[src/rtl/uart_rx_fsm.sv]
// uart_rx_fsm: 8N1 UART receiver, mid-bit sampling of a 2-FF synchronised line.
// Define UART_RX_PARITY_EN for 8E1 frames with an extra parity_err output.
module uart_rx_fsm #(
  parameter int CLKS_PER_BIT = 868
) (
  input  logic       clk,
  input  logic       rst,
  input  logic       rx,
  output logic [7:0] data_out,
  output logic       data_valid,
  output logic       frame_err,
`ifdef UART_RX_PARITY_EN
  output logic       parity_err,
`endif
  output logic       busy
);

  localparam int            CW      = $clog2(CLKS_PER_BIT);
  localparam logic [CW-1:0] HALF_TC = CW'(CLKS_PER_BIT / 2 - 1);
  localparam logic [CW-1:0] FULL_TC = CW'(CLKS_PER_BIT - 1);

`ifdef UART_RX_PARITY_EN
  typedef enum logic [2:0] {S_IDLE, S_START, S_DATA, S_PARITY, S_STOP} state_t;
`else
  typedef enum logic [1:0] {S_IDLE, S_START, S_DATA, S_STOP} state_t;
`endif

  state_t        state_q, state_d;
  logic [CW-1:0] cnt_q, cnt_d;
  logic [2:0]    idx_q, idx_d;
  logic [7:0]    shift_q, shift_d;
  logic          rx_meta_q, rx_s_q, rx_d_q;
  logic [7:0]    data_q, data_d;
  logic          valid_q, valid_d;
  logic          ferr_q, ferr_d;
  logic          stop_sample;
`ifdef UART_RX_PARITY_EN
  logic          par_q, par_d;
  logic          perr_q, perr_d;
`endif

  always_ff @(posedge clk or posedge rst) begin
    if (rst) begin
      rx_meta_q <= 1'b1;
      rx_s_q    <= 1'b1;
      rx_d_q    <= 1'b1;
      state_q   <= S_IDLE;
      cnt_q     <= '0;
      idx_q     <= '0;
      shift_q   <= '0;
      data_q    <= '0;
      valid_q   <= 1'b0;
      ferr_q    <= 1'b0;
`ifdef UART_RX_PARITY_EN
      par_q     <= 1'b0;
      perr_q    <= 1'b0;
`endif
    end else begin
      rx_meta_q <= rx;
      rx_s_q    <= rx_meta_q;
      rx_d_q    <= rx_s_q;
      state_q   <= state_d;
      cnt_q     <= cnt_d;
      idx_q     <= idx_d;
      shift_q   <= shift_d;
      data_q    <= data_d;
      valid_q   <= valid_d;
      ferr_q    <= ferr_d;
`ifdef UART_RX_PARITY_EN
      par_q     <= par_d;
      perr_q    <= perr_d;
`endif
    end
  end

  always_comb begin
    state_d = state_q;
    cnt_d   = cnt_q + CW'(1);
    idx_d   = idx_q;
    shift_d = shift_q;
`ifdef UART_RX_PARITY_EN
    par_d   = par_q;
`endif
    case (state_q)
      S_IDLE: begin
        cnt_d = '0;
        // an edge is required, so a line stuck low never retriggers
        if (rx_d_q && !rx_s_q) state_d = S_START;
      end
      S_START: begin
        if (cnt_q == HALF_TC) begin
          cnt_d   = '0;
          idx_d   = '0;
          state_d = rx_s_q ? S_IDLE : S_DATA;
        end
      end
      S_DATA: begin
        if (cnt_q == FULL_TC) begin
          cnt_d          = '0;
          shift_d[idx_q] = rx_s_q;
          idx_d          = idx_q + 3'd1;
          if (idx_q == 3'd7) begin
`ifdef UART_RX_PARITY_EN
            state_d = S_PARITY;
`else
            state_d = S_STOP;
`endif
          end
        end
      end
`ifdef UART_RX_PARITY_EN
      S_PARITY: begin
        if (cnt_q == FULL_TC) begin
          cnt_d   = '0;
          par_d   = rx_s_q;
          state_d = S_STOP;
        end
      end
`endif
      S_STOP: begin
        if (cnt_q == FULL_TC) begin
          cnt_d   = '0;
          state_d = S_IDLE;
        end
      end
      default: begin
        cnt_d   = '0;
        state_d = S_IDLE;
      end
    endcase
  end

  assign stop_sample = (state_q == S_STOP) && (cnt_q == FULL_TC);

  always_comb begin
    data_d  = data_q;
    valid_d = 1'b0;
    ferr_d  = 1'b0;
`ifdef UART_RX_PARITY_EN
    perr_d  = 1'b0;
`endif
    if (stop_sample) begin
      if (rx_s_q) begin
        data_d  = shift_q;
        valid_d = 1'b1;
`ifdef UART_RX_PARITY_EN
        perr_d  = (^shift_q) ^ par_q;
`endif
      end else begin
        ferr_d = 1'b1;
      end
    end
  end

  assign data_out   = data_q;
  assign data_valid = valid_q;
  assign frame_err  = ferr_q;
  assign busy       = (state_q != S_IDLE);
`ifdef UART_RX_PARITY_EN
  assign parity_err = perr_q;
`endif

endmodule
[config.mk]
export PLATFORM = sky130hd
export DESIGN_NAME = uart_rx_fsm
export DESIGN_NICKNAME = d
export VERILOG_FILES = /design/src/rtl/uart_rx_fsm.sv
export SDC_FILE = /design/constraint.sdc
export NUM_CORES = 1
export LEC_CHECK = 0
export CORE_ASPECT_RATIO = 1.4
export CORE_MARGIN = 5
export CORE_UTILIZATION = 45
export CTS_CLUSTER_SIZE = 28
export DETAILED_ROUTE_END_ITERATION = 10
export PLACE_DENSITY = 0.61
export SLEW_MARGIN = 20
export SYNTH_ARGS = -nofsm -noshare
export SYNTH_HDL_FRONTEND = slang
export SYNTH_SLANG_ARGS = --single-unit
[constraint.sdc]
create_clock -name clk -period 2.85 [get_ports clk]
set_clock_uncertainty 0.1 [all_clocks]
set_input_delay 0.855 -clock clk [delete_from_list [all_inputs] [get_ports clk]]
set_output_delay 0.855 -clock clk [all_outputs]
set_load 0.02 [all_outputs]
### After elaboration in Yosys (flattened, before gate mapping)

Index checks and enable logic that the tools add are counted.

| storage, ports and cells | value |
|---|---|
| flip-flop bits (word level) | 36 |
| output and inout port bits | 11 |

| operators by class | value |
|---|---|
| $add $sub $neg | 2 |
| order comparisons | 2 |
| equal/unequal tests | 11 |
| multiplexer cells | 20 |
| reduce and logical (&&, ||, !) cells | 12 |

Operators with widths:

| cell | count |
|---|---|
| one-hot mux 10 bit (3 select lines) | 1 |
| two-way mux 10 bit | 2 |
| two-way mux 2 bit | 6 |
| adder 10 x 1 -> 10 bit, second input constant | 1 |
| == test 10 bit, second input constant | 1 |
| == test 10 x 9 -> 1 bit, second input constant | 1 |
| != test 2 bit, second input constant | 5 |
| bitwise mux 8 bit | 1 |
| one-hot mux 2 bit (4 select lines) | 1 |
| two-way mux 3 bit | 2 |
| one-hot mux 3 bit (2 select lines) | 1 |
| two-way mux 1 bit | 5 |
| AND reduction 5 bit | 1 |
| == test 2 bit, second input constant | 2 |
| less-than comparator 3 x 4 -> 1 bit, second input constant | 1 |
| AND reduction 2 bit | 2 |
| nonzero test 2 bit | 2 |
| adder 3 x 1 -> 3 bit, second input constant | 1 |
| demux 1 bit (select 3 bit) | 1 |
| == test 3 bit, second input constant | 1 |
| greater-or-equal comparator 3 x 1 -> 1 bit, second input constant | 1 |
| logical AND 1 bit | 3 |
| AND reduction 3 bit | 1 |
| == test 2 x 1 -> 1 bit, second input constant | 1 |
| 3 further kinds | 3 |

### Logic depth before layout (Yosys ltp)

| logic depth | value |
|---|---|
| word-level depth | 5 |
| gate-level depth with buffers | 6 |
| gate-level depth less buffers | 5 |

### Least setup slack after synthesis

Ideal clock, no wire load.

| path | value |
|---|---|
| kind | register -> register |
| start | reg cnt_q[0] |
| end | reg shift_q[3] |
| library setup time | 0.127 ns |
| data arrival time | 1.810 ns |
| required time | 2.623 ns |
| setup slack | 0.813 ns |
| cell stages (with the launch flop) | 6 |
| clock period less this slack | 2.037 ns |
| cells stage by stage | dfrtp_1 > ha_1 > and4bb_2 > nand3_4 > or4_1 > mux2_1 |

| between the ends | value |
|---|---|
| longest elaborated chain between the ends | 2 |

RTL lines:

| element | RTL line | RTL |
|---|---|---|
| start: declaration | 29 | `logic [CW-1:0] cnt_q, cnt_d;` |
| start signal: assignment | 63 | `cnt_q <= cnt_d;` |
| == test 10 bit | 98 | `if (cnt_q == FULL_TC) begin` |
| AND reduction 2 bit (no source line) | -- |  |
| end signal: assignment | 65 | `shift_q <= shift_d;` |
| end: declaration | 31 | `logic [7:0] shift_q, shift_d;` |

Every way passes these cells.
A chain may end at the register's enable or synchronous reset.

### Worst setup path in the final report

| path | value |
|---|---|
| start | reg state_q[0] |
| end | out busy |

| between the ends | value |
|---|---|
| longest elaborated chain between the ends | 1 |

RTL lines:

| element | RTL line | RTL |
|---|---|---|
| start: declaration | 28 | `state_t state_q, state_d;` |
| start signal: assignment | 62 | `state_q <= state_d;` |
| nonzero test 2 bit | 158 | `assign busy = (state_q != S_IDLE);` |
| end: declaration | 15 | `output logic busy` |

Every way passes these cells.

==> run summary <==
• 2880 µm — Total Wirelength
• 0.54 ns — worst stage delay on the critical path
• 0.141 — total routing usage reported by global routing
• finished, final reports clean — outcome
• 0 — EDFF count, synth
• 0 — endpoints failing setup
• 3640 µm² — core region area
• reg2out — critical path class
• reg2reg — worst hold path class
• 0.64 ns — register-to-register path setup slack
• 0 — maximum capacitance violations
• 26 — cell row count
• sky130_fd_sc_hd__dfrtp_1 — Post-synth top flop
• 0.236 — share of post-route cells with drive strength above 1
• 139 — cells after synthesis
• 1680 µm² — Post-Syn Area
• 0 — count of hold buffers inserted by post-cts repair
• or2_2, clkdlybuf4s50_1 — ordered list of cells on the worst path
• sky130_fd_sc_hd__clkbuf_8 — clock root cell
• 199 — non-filler instance count after layout
• 0.566 ns — post-placement setup slack
• 13 — Port-buffer cells
• 0.908 — final worst-path cycle share
• 0 — Final Hold Viols
• 1.90 ns — Required @ worst endpoint
• 0.538 — final core occ
• 0 — Gates resized, CTS repair
• 61.7 µm — die outline width
• 0.120 — share of synthesized area spent on multiplexers
• 0.06 ns — clock slew seen by the registers of the worst setup and hold paths
• sky130_fd_sc_hd__dfrtp_1, sky130_fd_sc_hd__mux2_2, sky130_fd_sc_hd__nor2_1 — Synth top cells by count
• flip-flop — crit start category
• 0.263 ns — final worst setup slack
• 0 — antenna-violating nets left
• 0.0298 — synthesized-area fraction occupied by adder cells
• 0.0342 — complex-gate fraction of the synthesized area
• 0.840 — GPL Wtd Cong
• 2080 µm — Detailed Place HPWL
• 749 µm² — area of the multi-input gates
• sky130_fd_sc_hd__dfrtp_1 — count leader, synth
• 0.472 ns — Slew @ Worst Pin
• yes — CTS tree
• 16.5% — Area Overhead vs Synth
• 0.869 nW — leakage power summed over all cells
• false — RSZ-0062 raised after global routing
• 905 µm² — flip-flop and latch area
• 1.63 ns — endpoint arrival time on the critical path
• simple AND/OR/NAND/NOR gates — largest family of logic cells by synthesized area
• 4 — count of TritonRoute iterations in the first routing pass
• 1,171 — via count of the first global-routing pass
• 1860 µm² — placed instance area
• 0.491 — share of Yosys cell area claimed by the top area cell type
• 0 ns — sum of negative setup slack
• buffers and inverters — cell class contributing the biggest share of worst-path delay
• 0 — number of antenna diodes
• 0 — count of buffers added by post-CTS timing repair for setup
• 23 — initial detailed-routing violation count
• 42 — count of distinct cell types in the synthesized netlist
• 2 — H-tree depth
• 386 MHz — timing-limited maximum frequency
• 14.5 µm — detailed-route wire length per cell
• 164 — layout net count
• 146 — Synth Net Count
• 323 — number of fillers in the final layout
• sky130_fd_sc_hd__dfrtp_1 — cell taking the most area after synthesis
• 0 — remaining design rule violation count
• 5.51 — post-detailed-route via-to-cell ratio
• 0.0417 — XOR/XNOR share of the synthesized area
• 82.3 µm — Vert. Die Dim
• 0.538 — part of the Yosys area used for sequential elements
• 10 — peak fanout along the critical path
• 0.466 mV — Worst IR Drop VDD
• sky130_fd_sc_hd__clkdlybuf4s50_1 — Worst path slowest cell
• 14 — number of top-level design ports
• 5 — Num CTS Buffers
• 0 — initial antenna violation count
• sky130_fd_sc_hd__dfrtp_1, sky130_fd_sc_hd__mux2_2, sky130_fd_sc_hd__dfstp_2 — main area contributors after synthesis
• 1 — number of buffer and inverter stages on the critical path
• 192 — number of cells in the design after placement
• 5220 µm — wire length of the first global-routing pass
• 0.462 — Starting Density
• 601 nW/µm² — power per unit of standard cell area
• 0 — count of final max-slew check failures
• output pin — kind of end point of the critical path
• 36 — clock sink total
• 1.00 — fraction of synthesis flops using an asynchronous set or reset pin
• 0.28 ns — clock latency of the later-clocked register in the worst-skew pair
• 1,096 — via count
• 2 — Max Root-Sink Buffers
• 12.1 µm² — Avg Cell Area, Syn
• 1960 µm² — design area
• 37 — pin count of the biggest net entering global routing
• 2.59 ns — crit path time final
• 0 — residual overflow from global routing
• 36 — synthesis-stage register bit count
• 5080 µm² — Die Outline Area
• 0.681 — headroom to the max-slew limit
• 0 — warning count from the yosys run
• 0.220 — simple logic cell fraction of the synthesized area
cell type report:
cell class | instances | area share
timing repair buffer | 15 | 0.0741
clock buffer | 7 | 0.0492
multi-input combinational | 96 | 0.383
inverter | 3 | 0.00575
sequential | 36 | 0.462
tap | 42 | 0.0268
power breakdown:
group | leakage, nW | switching [mW] | internal [mW]
sequential | 0.474 | 0.0827 | 0.565
clock | 0.0503 | 0.164 | 0.215
combinational | 0.344 | 0.0798 | 0.0706
total | 0.869 | 0.326 | 0.851
layout by cell type (no fill, tap or decap), types with 2 or more instances in the layout:
master,instances
sky130_fd_sc_hd__a22o_1,2
sky130_fd_sc_hd__and3_2,2
sky130_fd_sc_hd__buf_4,2
sky130_fd_sc_hd__clkbuf_8,7
sky130_fd_sc_hd__clkdlybuf4s50_1,13
sky130_fd_sc_hd__dfrtp_1,33
sky130_fd_sc_hd__dfstp_2,3
sky130_fd_sc_hd__ha_1,4
sky130_fd_sc_hd__inv_1,3
sky130_fd_sc_hd__mux2_2,16
sky130_fd_sc_hd__nand2_1,5
sky130_fd_sc_hd__nand3_1,6
sky130_fd_sc_hd__nand4_1,4
sky130_fd_sc_hd__nand4b_1,2
sky130_fd_sc_hd__nor2_1,15
sky130_fd_sc_hd__nor3_1,6
sky130_fd_sc_hd__nor3b_1,2
sky130_fd_sc_hd__xnor2_1,5
sky130_fd_sc_hd__xor2_1,3
worst register-to-register path, stage by stage (launching register included):
cell                       delay (ns)
sky130_fd_sc_hd__dfrtp_1         0.43
sky130_fd_sc_hd__ha_1            0.29
sky130_fd_sc_hd__and4bb_2        0.30
sky130_fd_sc_hd__nand3_4         0.14
sky130_fd_sc_hd__or4_1           0.52
sky130_fd_sc_hd__mux2_1          0.32
metrics by stage:
stage | hold WS, ns | total power, mW
final | 0.256 | 1.18
after global routing | 0.260 | 1.26
after CTS | 0.258 | 1.20
after detailed placement | 0.247 | 0.809
after global placement | 0.246 | 0.799
after floorplan | 0.245 | 0.761
logic make-up after synthesis:
logic type	Yosys count
mux	18
xor+xnor	8
buf+inv	7
simple gates	59
compound gates	7
fa+ha+maj	4
flops	36
state kept, by name (all words and copies together) (netlist names), named ones only:
signal and cells:
data_valid 1, cnt_q 10, frame_err 1, rx_d_q 1, rx_meta_q 1, state_q 1, shift_q 8, idx_q 3
data_out 8, rx_s_q 1
per-layer routing:
layer	up-vias	wire (µm)	track usage	share of wire
met3	9	89	0.0435	0.031
li1	538	-	-	-
met2	15	1570	0.242	0.54
met5	-	0	0	0
met1	534	1150	0.149	0.40
met4	0	82	0.0743	0.028
path summary, 6_finish.rpt:
kind                                  from  depth (start not counted)         end
min in group asynchronous              rst                          3  shift_q[5]
worst max register to register    cnt_q[0]                          5  shift_q[3]
worst max-delay path            state_q[0]                          2        busy
max in group asynchronous              rst                          3   rx_meta_q
worst min register to register   rx_meta_q                          0      rx_s_q
worst min-delay path             rx_meta_q                          0      rx_s_q
No activity file was read; power rests on OpenSTA's default activity.
